===== config.mk =====
export PLATFORM = sky130hd
export DESIGN_NAME = fmuls_unit
export DESIGN_NICKNAME = d
export VERILOG_FILES = /design/src/rtl/fmuls_unit.sv
export SDC_FILE = /design/constraint.sdc
export NUM_CORES = 1
export LEC_CHECK = 0
export CAP_MARGIN = 20
export CELL_PAD_IN_SITES_DETAIL_PLACEMENT = 0
export CELL_PAD_IN_SITES_GLOBAL_PLACEMENT = 2
export CORE_MARGIN = 2
export CORE_UTILIZATION = 39
export DETAILED_ROUTE_END_ITERATION = 12
export GPL_TIMING_DRIVEN = 0
export PLACE_DENSITY = 0.9
export SETUP_SLACK_MARGIN = 0.3
export SLEW_MARGIN = 20
export SYNTH_ARGS = -nofsm -noshare
export SYNTH_HDL_FRONTEND = slang
export SYNTH_SLANG_ARGS = --single-unit

===== constraint.sdc =====
create_clock -name i_clk -period 2 [get_ports i_clk]
set_input_delay 0.3 -clock i_clk [delete_from_list [all_inputs] [get_ports i_clk]]
set_output_delay 0.3 -clock i_clk [all_outputs]
set_load 0.02 [all_outputs]

===== src/rtl/fmuls_unit.sv =====
// fmuls_unit: AVR FMULS datapath. Signed 1.7 x signed 1.7 multiply through an
// explicit sign-extended partial-product array, product shifted left by one to
// give a signed 1.15 result, with carry and zero flags. One register stage.
module fmuls_unit (
    input  logic       i_clk,
    input  logic       i_rst_n,
    input  logic       i_en,
    input  logic [7:0] i_rd,
    input  logic [7:0] i_rr,
    output logic [7:0] o_r1,
    output logic [7:0] o_r0,
    output logic       o_c,
    output logic       o_z,
    output logic       o_valid
);

    // Signed array multiply: rows 0..6 add the sign-extended multiplicand
    // shifted by the row index; row 7 carries weight -2^7 and is subtracted.
    function automatic logic signed [15:0] array_mul(
        input logic signed [7:0] a,
        input logic signed [7:0] b
    );
        logic signed [15:0] acc;
        logic signed [15:0] a_ext;
        acc   = '0;
        a_ext = {{8{a[7]}}, a};
        for (int j = 0; j < 7; j++) begin
            if (b[j]) begin
                acc = acc + (a_ext <<< j);
            end
        end
        if (b[7]) begin
            acc = acc - (a_ext <<< 7);
        end
        return acc;
    endfunction

    // Fractional alignment: 2.14 product becomes 1.15 by dropping the top
    // bit. No saturation, so -1.0 * -1.0 wraps to 0x8000 as on AVR.
    function automatic logic [15:0] frac_shift(input logic signed [15:0] p);
        return {p[14:0], 1'b0};
    endfunction

    logic signed [7:0]  rd_s;
    logic signed [7:0]  rr_s;
    logic signed [15:0] prod;
    logic [15:0]        res_d;
    logic               c_d;
    logic               z_d;

    logic [15:0]        res_q;
    logic               c_q;
    logic               z_q;
    logic               valid_q;

    assign rd_s = $signed(i_rd);
    assign rr_s = $signed(i_rr);

    // Combinational product, shifted result and flags for the current operands.
    always_comb begin
        prod  = array_mul(rd_s, rr_s);
        res_d = frac_shift(prod);
        c_d   = prod[15];
        z_d   = (res_d == 16'h0000);
    end

    // Result and flags load only on enable, so idle operands never reach them.
    always_ff @(posedge i_clk or negedge i_rst_n) begin
        if (!i_rst_n) begin
            res_q <= 16'h0000;
            c_q   <= 1'b0;
            z_q   <= 1'b0;
        end else if (i_en) begin
            res_q <= res_d;
            c_q   <= c_d;
            z_q   <= z_d;
        end
    end

    // Valid pulses for exactly one cycle after each enabled cycle.
    always_ff @(posedge i_clk or negedge i_rst_n) begin
        if (!i_rst_n) begin
            valid_q <= 1'b0;
        end else begin
            valid_q <= i_en;
        end
    end

    assign o_r1    = res_q[15:8];
    assign o_r0    = res_q[7:0];
    assign o_c     = c_q;
    assign o_z     = z_q;
    assign o_valid = valid_q;

endmodule


==> flow_summary_export.csv <==
group,metric,value,unit
run_status,status,"finished with violations",
run_status,violations,"setup timing",
critical_path,crit_top_cell,"ha_4",
job,maxCapViolCount,0,
drt,wirelength,19700,µm
critical_path,required,2110,ps
sta,finClkSkew,0,ps
worst_hold_path,hp-start,"i_rd[0]",
grt,overflow,0,
cts,tritoncts,"yes",
grt,grt_pass1_vias,5870,
drt,vias_per_cell,6.02,
floorplan,start_util,0.402,
place,place_ws,-9730,ps
cts,cts-buffers-inserted,3,
place,portBuffers,32,
pwr,p_leak,3.22,nW
grt,grt_max_degree,22,
critical_path,worstReg2RegStart,"res_q[6]$_DFFE_PN0P_",
cts,clockRootBuffer,"clkbuf_16",
sta,worst_pin_slew,787,ps
sta,period_share,4.95,
grt,antenna_found_initial,0,
drt,drt-met1-wl,8830,µm
critical_path,worstPathMaxFanout,8,
sta,hold_viol_final,0,
critical_path,critical_path_class,"primary input to register",
critical_path,r2r_slack,1170,ps
grt,grtUsageTotal,0.252,
final_layout,final_nets,930,
place,place_hpwl,14400,µm
cts,clk_path_buf_depth,2,
drt,top_layer_used,"met4",
final_layout,diodes,0,
drt,dr_wl_met3,534,µm
pwr,p_comb_frac,0.895,
logic_synthesis,syn_area,0.00536,mm²
critical_path,cpMaxStageDelayCell,"ha_1",
drt,dr_wl_met2,9960,µm
sta,setup_viol,14,
grt,grt_pass1_wl,29800,µm
drt,ant_nets,0,
logic_synthesis,async_reset_ff_frac,1.00,
pwr,intPower,5.09,mW
final_layout,final_layout_size_suffix_gt1_frac,0.360,
final_layout,final_cell_mix,"buf_4 (79), nand2_1 (55), nor2_1 (51), ha_1 (36), inv_1 (33)",
sta,rsz0062_at_grt,"true",
critical_path,worstSetupEndpointType,"register",
critical_path,arrival,10010,ps
floorplan,rows,42,
drt,dr_total_vias,6080,
cts,clock_latency,240,ps
sta,fmax,0.101,GHz
sta,slew_violations,0,
cts,ctsHoldBuffers,0,
sta,fin_ws,-7890,ps
sta,slew_headroom,0.473,
cts,cts.sinks,18,
critical_path,worstRegToRegCells,2,
place,gp_congestion,0.847,
logic_synthesis,synth-edff-count,0,
drt,initialDrtViolationCount,441,
critical_path,reg2reg_to,"res_q[6]$_DFFE_PN0P_",
pwr,pwr-share-clk,0.047,
logic_synthesis,syn_nets,811,
sta,totalNegativeSetupSlack,-78140,ps
pwr,vdd_drop_max,1040,µV
logic_synthesis,synth_cell_types,89,
cts,htreeDepth,1,
floorplan,coreArea,0.0133,mm²
floorplan,die_y,121,µm
logic_synthesis,seq_area_frac_synth,0.0840,
final_layout,final_common_cell,"buf_4",
logic_synthesis,yosys_warnings,0,
logic_synthesis,synth_cells,716,
worst_hold_path,hold_path.class,"primary input to register",
worst_hold_path,holdPathEnd,"res_q[1]$_DFFE_PN0P_",
worst_hold_path,hold_path_depth,3,
logic_synthesis,ys.flop_type,"dfrtp_1",
drt,drc_errors,0,
pwr,switchingPower,4.39,mW
drt,wl_per_cell,19.5,µm
drt,first_pass_iters,5,
pwr,powerDensity,1210,mW/mm²
pwr,sw_frac_of_total,0.464,
final_layout,area_growth,46.0,%
sta,fin_crit,9890,ps
critical_path,critical-path-max-stage-delay,360,ps
pwr,seqPwrFrac,0.059,
critical_path,worstSetupStartpointType,"primary input",
floorplan,die_w,121,µm
floorplan,io_pins,38,
logic_synthesis,syn_avg_cell_area,7.49,µm²
floorplan,die_area,0.0147,mm²
cts,clk_transition_reported_paths,50,ps
logic_synthesis,ys_ff_latch,18,
critical path: cells and delay by family:
kind                       cells  cell delay, ps
buffers and inverters          6             760
xor gates and xnor gates       6            1230
AOI/OAI and AO/OA             16            2610
muxes                          3             860
adders and majority gates      9            2130
and+or+nand+nor               11            2110
layer usage:
| metal | track usage | vias up |
|---|---|---|
| met3 | 0.0136 | 36 |
| met1 | 0.326 | 2957 |
| met5 | 0 | - |
| met2 | 0.462 | 143 |
| li1 | - | 2944 |
| met4 | 0.0539 | 0 |
layout make-up:
class                           count  area [µm²]
Multi-Input combinational cell    627        5710
Fill cell                        1191        5520
Timing Repair Buffer              114         975
Sequential cell                    18         450
Buffer                             31         231
Tap cell                          176         220
Inverter                           40         153
Clock buffer                        4        88.8
state kept, by name (all words and copies together), names as in the netlist:
register  flops
o_valid       1
o_z           1
res_q        15
o_c           1
worst max path at each step:
stage | startpoint | endpoint | slack, ps | cells after the start
CTS | i_rr[0] | o_c$_DFFE_PN0P_ | -7820 | 51
global route | i_rr[0] | o_c$_DFFE_PN0P_ | -8230 | 53
global placement | i_rd[7] | o_c$_DFFE_PN0P_ | -9660 | 45
floorplan | i_rr[0] | o_c$_DFFE_PN0P_ | -7080 | 51
finish | i_rr[0] | o_c$_DFFE_PN0P_ | -7890 | 51
detailed placement | i_rd[7] | o_c$_DFFE_PN0P_ | -9730 | 47
power by group through the flow:
stage                     Sequential (mW)  Clock, mW  Combinational, mW
after global routing                0.571      0.461               9.06
after detailed placement            0.563          0               6.10
final                               0.557      0.441               8.48
after floorplan                     0.704          0               4.52
after CTS                           0.558      0.442               7.25
after global placement              0.555          0               5.95
cell families (layout without fill, tap and decap cells):
logic type | after synthesis | after routing | share of synthesized area
buf+inv | 71 | 189 | 0.0532
flops | 18 | 18 | 0.0840
simple gates | 232 | 232 | 0.223
fa+ha+maj | 77 | 77 | 0.188
compound gates | 251 | 251 | 0.332
xor+xnor | 39 | 39 | 0.0637
other cells | 1 | 1 | 0.000699
mux | 27 | 27 | 0.0562
synthesized netlist by cell type, drive strengths merged, types with 4 or more instances:
cell     instances  area (µm²)
ha              70         876
nand2           57         214
nor2            56         210
o21ai           56         284
a21oi           53         273
inv             38         143
nor3            28         140
clkbuf          23        86.3
xnor2           23         201
mux2            22         251
a21o            21         158
nand3           19        95.1
dfrtp           18         450
xor2            16         140
nor2b           12        75.1
o21a            12        90.1
a211oi          10        75.1
nand2b          10        62.6
a31oi            9        62.6
a211o            8        71.3
and3             8        55.1
buf              8        48.8
o211ai           8        60.1
or3              8        50.1
o2111ai          7        61.3
a31o             6        52.6
fa               6         120
o21bai           6        45.0
a2111o           5        56.3
and2             5        31.3
mux2i            5        50.1
nor4             5        52.6
or2              5        31.3
a21boi           4        30.0
a311oi           4        35.0
o2bb2ai          4        35.0
o311ai           4        35.0
o31ai            4        35.0
per-stage QoR:
stage	util	total power, mW	hold slack [ps]	std cells	area, µm²
after detailed placement	0.471	6.66	478	924	6290
after CTS	0.542	8.25	496	985	7230
after floorplan	-	5.23	4.41	716	5750
after global placement	0.471	6.51	483	924	6290
after global routing	0.586	10.1	487	1010	7830
final	0.586	9.48	456	1010	7830
repair_timing:
item | in CTS | in global routing
buffers inserted | 57 | 25
endpoints found under the setup margin | 16 | 15
pin swaps | 60 | 59
resized for setup | 136 | 81
Power figures use the tool's default switching activity.
